### config.mk
export PLATFORM = sky130hd
export DESIGN_NAME = detect_pattern_seq
export DESIGN_NICKNAME = d
export VERILOG_FILES = /design/src/rtl/detect_pattern_seq.sv
export SDC_FILE = /design/constraint.sdc
export NUM_CORES = 1
export LEC_CHECK = 0
export ABC_AREA = 1
export BUFFER_PORTS_ARGS = -buffer_cell sky130_fd_sc_hd__buf_2
export CELL_PAD_IN_SITES_DETAIL_PLACEMENT = 0
export CELL_PAD_IN_SITES_GLOBAL_PLACEMENT = 1
export CORE_AREA = 5 5 42 44
export DETAILED_ROUTE_END_ITERATION = 16
export DIE_AREA = 0 0 47 49
export PLACE_DENSITY_LB_ADDON = 0.1
export SYNTH_ARGS = -nofsm -noshare
export SYNTH_HDL_FRONTEND = slang
export SYNTH_SLANG_ARGS = --single-unit
### constraint.sdc
create_clock -name clock -period 1.84 [get_ports clock]
set_input_delay 0 -clock clock [delete_from_list [all_inputs] [get_ports clock]]
set_output_delay 0 -clock clock [all_outputs]
set_load 0.02 [all_outputs]
### src/rtl/detect_pattern_seq.sv
// -----------------------------------------------------------------------------
// detect_pattern_seq
//
// Purpose:
//   Serial pattern detector. Qualified bits (bit_valid=1) are shifted into a
//   history register and compared against a run-time reloadable PAT_LEN-bit
//   pattern. A registered one-cycle pulse on `indicator` follows the edge
//   that accepted the completing bit. Overlapping and non-overlapping match
//   modes are selected per cycle by overlap_en.
//
// Parameters:
//   PAT_LEN  pattern length in bits, 2..32
//   PATTERN  reset value of the pattern register (bit PAT_LEN-1 = oldest bit)
//   CNT_W    width of the optional match counter
//
// Ports:
//   clock        in   rising-edge clock
//   reset        in   asynchronous active-low reset
//   bitin        in   serial data bit
//   bit_valid    in   qualifies bitin this cycle
//   overlap_en   in   1 = overlapping matches, 0 = non-overlapping
//   pat_load     in   load pat_data into the pattern register (highest priority)
//   pat_data     in   new pattern value, PAT_LEN bits
//   count_clr    in   synchronous clear of match_count   (DETECT_PATTERN_CNT_EN)
//   match_count  out  saturating match counter, CNT_W    (DETECT_PATTERN_CNT_EN)
//   indicator    out  registered match pulse
//
// Optional feature macro: DETECT_PATTERN_CNT_EN (adds count_clr/match_count).
// -----------------------------------------------------------------------------
module detect_pattern_seq #(
    parameter int                 PAT_LEN = 3,
    parameter logic [PAT_LEN-1:0] PATTERN = '0,
    parameter int                 CNT_W   = 8
) (
    input  logic               clock,
    input  logic               reset,
    input  logic               bitin,
    input  logic               bit_valid,
    input  logic               overlap_en,
    input  logic               pat_load,
    input  logic [PAT_LEN-1:0] pat_data,
`ifdef DETECT_PATTERN_CNT_EN
    input  logic               count_clr,
    output logic [CNT_W-1:0]   match_count,
`endif
    output logic               indicator
);

    localparam int FILL_W = $clog2(PAT_LEN + 1);
    localparam logic [FILL_W-1:0] FILL_MAX = FILL_W'(PAT_LEN);
    // One bit short of full: the incoming bit completes the window.
    localparam logic [FILL_W-1:0] FILL_THR = FILL_W'(PAT_LEN - 1);

    generate
        if (PAT_LEN < 2 || PAT_LEN > 32) begin : g_bad_len
            $error("detect_pattern_seq: PAT_LEN must be in 2..32");
        end
        if (CNT_W < 1) begin : g_bad_cnt
            $error("detect_pattern_seq: CNT_W must be at least 1");
        end
    endgenerate

    logic [PAT_LEN-1:0] r_hist;
    logic [PAT_LEN-1:0] r_pat;
    logic [FILL_W-1:0]  r_fill;
    logic               r_ind;
    logic [PAT_LEN-1:0] w_cand;
    logic               w_match;

    // Candidate window: history shifted left by one with the new bit at bit 0.
    assign w_cand[0] = bitin;
    generate
        for (genvar gi = 1; gi < PAT_LEN; gi++) begin : g_cand
            assign w_cand[gi] = r_hist[gi-1];
        end
    endgenerate

    // A match only exists on an accepted bit; pat_load discards the bit.
    assign w_match = bit_valid && !pat_load &&
                     (r_fill >= FILL_THR) && (w_cand == r_pat);

    always_ff @(posedge clock or negedge reset) begin
        if (!reset) begin
            r_hist <= '0;
            r_fill <= '0;
            r_pat  <= PATTERN;
            r_ind  <= 1'b0;
        end else if (pat_load) begin
            r_pat  <= pat_data;
            r_hist <= '0;
            r_fill <= '0;
            r_ind  <= 1'b0;
        end else if (bit_valid) begin
            r_hist <= w_cand;
            r_ind  <= w_match;
            // Non-overlapping mode restarts the fill so the next match
            // needs a full window of fresh bits.
            if (w_match && !overlap_en) begin
                r_fill <= '0;
            end else if (r_fill != FILL_MAX) begin
                r_fill <= r_fill + FILL_W'(1);
            end
        end else begin
            r_ind <= 1'b0;
        end
    end

    assign indicator = r_ind;

`ifdef DETECT_PATTERN_CNT_EN
    logic [CNT_W-1:0] r_cnt;

    // Saturating counter; clear wins over a same-edge increment.
    // pat_load deliberately leaves it untouched.
    always_ff @(posedge clock or negedge reset) begin
        if (!reset) begin
            r_cnt <= '0;
        end else if (count_clr) begin
            r_cnt <= '0;
        end else if (w_match && !(&r_cnt)) begin
            r_cnt <= r_cnt + CNT_W'(1);
        end
    end

    assign match_count = r_cnt;
`endif

endmodule

After elaboration in Yosys (flattened, before gate mapping)
Cells that the tools add are included.
W data, S select, Z words.
{ "word_totals": {"in_bits": 9, "regBits": 8, "output_inout_bits": 1} }
{ "op_classes": {"add_sub_neg": 1, "mux": 8, "reduce_logical": 9, "n_eq_ne": 2, "magnitude_cmp": 1} }
{ "op_table": {"columns": ["operator", "n"], "rows": [
  ["$mux W2", 6],
  ["$logic_and A1 B1 Y1", 4],
  ["$eq A3 B3 Y1", 1],
  ["$reduce_bool A3 Y1", 1],
  ["$add A2 B1 Y2 const B", 1],
  ["$ge A2 B2 Y1 const B", 1],
  ["$logic_not A1 Y1", 2],
  ["$mux W1", 2],
  ["$ne A2 B2 Y1 const B", 1],
  ["$reduce_and A2 Y1", 1],
  ["$reduce_bool A2 Y1", 1]
]} }

Longest topological paths before layout
Gate-level depths: netlist (run 1).
{ "depth": {"depth_word": 8, "ltp_mapped": 11, "ltp_nobuf": 11} }

Least setup slack after synthesis (run 1)
OpenSTA, ideal clock, no wires.
{ "synth_timing": {"kind": "flip-flop to flip-flop", "startpoint": "reg r_fill[0]", "endpoint": "reg r_fill[1]", "stages_incl_launch_ff": 12, "t_arrival_ns": 1.106, "setup_time_ns": 0.117, "synth_period_minus_slack_ns": 1.223, "n_path_buf": 0, "slack_ns": 0.617, "cell_sequence": "dfrtp_1 inv_1 ha_1 inv_1 nand2_1 nand2_2 nor2_2 nand3_2 nand3_2 nand2_2 nand2_1 nand2_1"} }
{ "synth_between": {"elab_chain_len": 7, "word_cells_on_any_way": 12} }
{ "synth_lines": {"columns": ["element", "line", "source"], "rows": [
  ["from (decl)", "65", "logic [FILL_W-1:0] r_fill;"],
  ["from (signal assigned)", "101", "r_fill <= r_fill + FILL_W'(1);"],
  ["$ge A2 B2 Y1", "80", "(r_fill >= FILL_THR) && (w_cand == r_pat);"],
  ["$logic_and A1 B1 Y1", "79", "assign w_match = bit_valid && !pat_load &&"],
  ["$logic_and A1 B1 Y1", "80", null],
  ["$logic_and A1 B1 Y1", "98", "if (w_match && !overlap_en) begin"],
  ["$mux W2", "98", null],
  ["$mux W2", "93", "end else if (bit_valid) begin"],
  ["$mux W2", "88", "end else if (pat_load) begin"]
]} }
Parallel ways exist; a longest one is shown, timed or not. The select of a mux whose other input is x is not followed.
A chain may end at the register's enable or synchronous reset.

Worst setup path in the final report (run 1)
Ends and elaborated chain as after synthesis.

==> results.json, run 1 <==
{
  "drv_cap": 0,
  "worst_pin_slew_ns": 0.2412,
  "final_common_cell": "nand2_1",
  "synth_area_per_cell_um2": 7.995,
  "antenna-diode-count": 0,
  "htreeDepth": 1,
  "p_seq_frac": 0.464,
  "ant_nets": 0,
  "path_cells": "inv_1 -> ha_1 -> inv_1 -> nand2_1 -> nand2_2 -> nor2_2 -> nand3_2 -> nand3_2 -> nand2_2 -> nand2_1 -> nand2_1",
  "power_density_mw_per_mm2": 741.2,
  "cts_tree": "yes",
  "cts_hold_buf": 4,
  "grt_max_degree": 9,
  "cts_root_buf": "clkbuf_4",
  "routedWlPerCell_um": 9.681,
  "cp_num_buf_inv": 2,
  "grt_overflow": 0,
  "hold_path_class": "input pin to flop",
  "combPwrFrac": 0.220,
  "post-route-drc-count": 0,
  "antenna_found_initial": 0,
  "dr.first_iter.drc_count": 3,
  "sw_frac_of_total": 0.2992,
  "arrival_ns": 1.48,
  "io_buffers": 9,
  "required_ns": 1.99,
  "hold_viol": 0,
  "wirelength_um": 881,
  "cp_max_fo": 4,
  "critPathCaptureType": "flop",
  "synthCells": 59,
  "setup_viol": 0,
  "fin_crit_sh": 0.7206,
  "switchingPower_w": 0.0001329,
  "first_global_vias": 353,
  "final_cell_mix": "nand2_1, inv_1, buf_2",
  "vias_per_cell": 4.242,
  "fill_cells": 153,
  "io_pins": 10,
  "synth.distinct_cells": 14,
  "cpPeakStageDelay_ns": 0.41,
  "drt-pass1-iter-count": 3,
  "final_core_util": 0.4277,
  "status": "complete, no violations",
  "cp-start-kind": "flop",
  "syn_nets": 70,
  "vias": 386,
  "fmax_mhz": 754.2,
  "cts_sinks": 8,
  "gp_congestion": 0.6990,
  "p_leak_nw": 0.3287,
  "cts_resized": 0,
  "die_h_um": 49,
  "clkTransAtPathRegs_ns": 0.06,
  "die_area_mm2": 0.002303,
  "yosysSeqAreaShare": 0.4244,
  "slew_violations": 0,
  "dp_hpwl_um": 678.1,
  "cp_slowest_cell": "dfrtp_1",
  "fin_nets": 88,
  "synth_seq_cells": 8,
  "path_class": "flop to flop",
  "initial_core_util": 0.3366,
  "track_usage": 0.09342,
  "slew_headroom": 0.8377,
  "critical_path.top_delay_family": "simple AND/OR/NAND/NOR gates",
  "synthesis.area_um2": 471.7,
  "p_int_w": 0.0003113,
  "coreArea_mm2": 0.001401,
  "peakVddDrop_mv": 0.3216,
  "cts_setup_buffers": 0,
  "grt_setup_unrepaired": "false",
  "syn2layout_area_growth_pct": 27.06,
  "core.rowCount": 14,
  "skew_ns": 0.003833,
  "layout-drive-gt1-share": 0.2933,
  "grt_pass1_wl_mm": 1.476,
  "yosysWarnings": 0,
  "clockBufferDepth": 2,
  "insertion_delay_ns": 0.26,
  "setup_tns_ns": 0,
  "fin_crit_ns": 1.326,
  "clock_power_share": 0.316,
  "die-width_um": 47,
  "numCtsBuffers": 3,
  "cp_common_cell": "nand2_1"
}
-- path summary, 6_finish.rpt --
path                        endpoint  depth (start not counted)  startpoint  slack [ns]
min reg2reg                r_fill[0]                          2   r_fill[0]        0.54
min                        r_hist[0]                          3       bitin        0.03
max in group asynchronous  r_hist[0]                          2       reset        1.55
min in group asynchronous  r_hist[1]                          2       reset        0.11
max                        r_fill[1]                         11   r_fill[0]        0.51
max reg2reg                r_fill[1]                         11   r_fill[0]        0.51
-- state kept, by name, summed over array words and instances (netlist names) --
name	cells
indicator	1
r_fill	2
r_hist	2
r_pat	3
-- cell families (layout without fill, tap and decap cells) --
logic type | after synthesis | count (layout) | synth area share
buffers and inverters | 13 | 29 | 0.1326
AOI/OAI and AO/OA | 5 | 5 | 0.05834
DFF | 8 | 8 | 0.4244
adders and majority gates | 2 | 2 | 0.05304
and+or+nand+nor | 31 | 31 | 0.3316
-- worst min-delay path, delay by kind of cell --
family          cells  cell delay [ns]
compound gates      1             0.08
buf+inv             2             0.16
-- metrics by stage --
step                       power, W  worst slack [ns]  instances  hold slack, ns  cell area [um2]
after floorplan           0.0002740            0.6165         59         -0.2956            471.7
after global placement    0.0003039            0.5174         84         -0.1381            536.8
after detailed placement  0.0003032            0.4992         84         -0.1375            536.8
after CTS                 0.0004561            0.4885         91         0.02652            599.3
after global routing      0.0004761            0.3738         91         0.06263            599.3
final                     0.0004442            0.5140         91         0.03226            599.3
-- layer usage --
metal | track usage | vias up | share of wire
li1 | - | 213 | -
met1 | 0.1228 | 162 | 0.50
met2 | 0.1154 | 9 | 0.42
met3 | 0.02952 | 2 | 0.067
met4 | 0.08295 | 0 | 0.014
met5 | 0 | - | 0
-- cell type report --
type	instances	area, um2	area share
clock buffers	3	22.52	0.03758
inverters	13	62.56	0.1044
multi-input cells	38	209.0	0.3486
flip-flops and latches	8	200.2	0.3340
well taps	16	20.02	0.03340
repair buffers	13	85.08	0.1420
-- power groups by stage --
stage | Sequential (W) | Clock [W] | Combinational (W)
after floorplan | 0.000207 | 0 | 0.0000672
after global placement | 0.000211 | 0 | 0.0000932
after detailed placement | 0.000210 | 0 | 0.0000934
after CTS | 0.000206 | 0.000149 | 0.000100
after global routing | 0.000208 | 0.000155 | 0.000113
final | 0.000206 | 0.000140 | 0.0000976
-- synthesized netlist by cell type --
library cell  number  share of area
nor2_2             2          0.027
nand2_1           17           0.14
dfrtp_1            8           0.42
nand3_1            2          0.021
nand3_2            2          0.042
nor2_4             1          0.024
o22ai_1            2          0.027
bufinv_8           1          0.037
ha_1               2          0.053
nor4_1             1          0.013
inv_1             12          0.095
nand2_2            4          0.053
o21ai_0            3          0.032
nor2_1             2          0.016
Note: power is estimated with default switching activity, not from simulation.
==> run 2: changes to the inputs <==
--- a/config.mk
+++ b/config.mk
@@ -9,9 +9,9 @@
 export BUFFER_PORTS_ARGS = -buffer_cell sky130_fd_sc_hd__buf_2
 export CELL_PAD_IN_SITES_DETAIL_PLACEMENT = 0
 export CELL_PAD_IN_SITES_GLOBAL_PLACEMENT = 1
-export CORE_AREA = 5 5 42 44
+export CORE_MARGIN = 5
+export CORE_UTILIZATION = 36
 export DETAILED_ROUTE_END_ITERATION = 16
-export DIE_AREA = 0 0 47 49
 export PLACE_DENSITY_LB_ADDON = 0.1
 export SYNTH_ARGS = -nofsm -noshare
 export SYNTH_HDL_FRONTEND = slang
==> constraint.sdc (replaced) <==
create_clock -name clock -period 1.4 [get_ports clock]
set_input_delay 0 -clock clock [delete_from_list [all_inputs] [get_ports clock]]
set_output_delay 0 -clock clock [all_outputs]
set_load 0.02 [all_outputs]
==> results.json, run 2 (synthesis gave the netlist of run 1 again) <==
{
  "status": "complete, no violations",
  "grt_overflow": 0,
  "cp_common_cell": "nand2_1",
  "critPathCaptureType": "flop",
  "numCtsBuffers": 3,
  "regToRegSetupSlack_ns": 0.10,
  "die-width_um": 46.20,
  "worst_pin_slew_ns": 0.2363,
  "antenna-diode-count": 0,
  "post-route-drc-count": 0,
  "slew_headroom": 0.8410,
  "cp_slowest_cell": "dfrtp_1",
  "first_global_vias": 377,
  "grt_pass1_wl_mm": 1.518,
  "layout-drive-gt1-share": 0.3158,
  "vias": 391,
  "largest_register_ffs": 3,
  "setup_viol": 0,
  "top_regs": "r_pat x3, r_fill x2, r_hist x2",
  "wirelength_um": 885,
  "fin_crit_ns": 1.297,
  "cts_root_buf": "clkbuf_4",
  "die_h_um": 46.20,
  "dr.first_iter.drc_count": 3,
  "htreeDepth": 1,
  "fmax_mhz": 770.9,
  "hold_path_class": "input pin to flop",
  "final_common_cell": "nand2_1",
  "final_core_util": 0.4793,
  "regMostFlops": "r_pat",
  "coreArea_mm2": 0.001269,
  "insertion_delay_ns": 0.25,
  "path_cells": "inv_1 -> ha_1 -> inv_1 -> nand2_1 -> nand2_2 -> nor2_2 -> nand3_2 -> nand3_2 -> nand2_2 -> nand2_1 -> nand2_1",
  "drt-pass1-iter-count": 2,
  "cp-start-kind": "flop",
  "clkTransAtPathRegs_ns": 0.06,
  "multiInputGateArea_um2": 211.5,
  "place_inst": 83,
  "track_usage": 0.1034,
  "io_buffers": 9,
  "power_w": 0.0005800,
  "drv_cap": 0,
  "cts_tree": "yes",
  "fin_cells": 91,
  "fin_nets": 89,
  "hold_viol": 0,
  "grt_setup_unrepaired": "true",
  "final_cell_mix": "nand2_1, inv_1, buf_2",
  "routedWlPerCell_um": 9.725,
  "ff_latch_area_um2": 200.2,
  "p_leak_nw": 0.3337,
  "cp_max_fo": 3,
  "skew_ns": 0.009957,
  "io_pins": 10,
  "place_area_um2": 535.5,
  "arrival_ns": 1.44,
  "grt_max_degree": 9,
  "dp_hpwl_um": 709,
  "antenna_found_initial": 0,
  "slew_violations": 0,
  "die_area_mm2": 0.002134,
  "initial_core_util": 0.3718,
  "power_density_mw_per_mm2": 953.8,
  "clockBufferDepth": 2,
  "syn2layout_area_growth_pct": 28.91,
  "required_ns": 1.54,
  "ant_nets": 0,
  "design_area_um2": 608.1,
  "fin_crit_sh": 0.9265,
  "vias_per_cell": 4.297,
  "cpPeakStageDelay_ns": 0.39,
  "peakVddDrop_mv": 0.5275,
  "cts_sinks": 8,
  "fill_cells": 135,
  "core.rowCount": 13,
  "path_class": "flop to flop",
  "gp_congestion": 0.7483
}
-- run 2: stage by stage --
stage / TNS (ns) / setup WS (ns) / hold WS (ns)
floorplan: 0 / 0.1765 / -0.2956
global placement: 0 / 0.08379 / -0.1486
detailed placement: 0 / 0.07562 / -0.1449
CTS: 0 / 0.06083 / 0.03182
global route: -0.04933 / -0.03208 / 0.05120
finish: 0 / 0.1029 / 0.04049
-- run 2: final cells by class --
type	instances	area share
flip-flops and latches	8	0.3292
inverters	13	0.1029
multi-input cells	38	0.3477
well taps	15	0.03086
repair buffers	14	0.1523
clock buffers	3	0.03704
-- run 2: final timing paths --
| kind | from | cells after the start | endpoint |
|---|---|---|---|
| hold reg to reg | r_fill[0] | 3 | r_fill[0] |
| min in group asynchronous | reset | 2 | indicator |
| setup / recovery | r_fill[0] | 11 | r_fill[1] |
| setup reg to reg | r_fill[0] | 11 | r_fill[1] |
| max in group asynchronous | reset | 2 | r_pat[1] |
| hold / removal | bitin | 3 | r_hist[0] |
-- run 2: metal layers --
metal | up-vias | wire length, um | track usage
met4 | 0 | 8 | 0.05114
met5 | - | 0 | 0
met1 | 162 | 438 | 0.1268
met2 | 8 | 387 | 0.1593
met3 | 2 | 50 | 0.03516
li1 | 219 | - | -
-- run 2: power breakdown --
part / switching, W / internal, W
logic: 0.0000737 / 0.0000628
clock network: 0.0000767 / 0.0000980
registers: 0.0000152 / 0.000254
-- run 2: worst max-delay path, delay by kind of cell, from the launching register on --
family	cells	cell delay (ns)
DFF	1	0.39
and+or+nand+nor	8	0.57
adders and majority gates	1	0.13
buffers and inverters	2	0.09
-- run 2: what timing repair did --
action                                  in CTS  in global routing
setup buffers                                0                  1
hold endpoints to repair                    11                  0
gates resized for setup                      0                  1
hold buffers                                 4                  0
endpoints found under the setup margin       0                  2
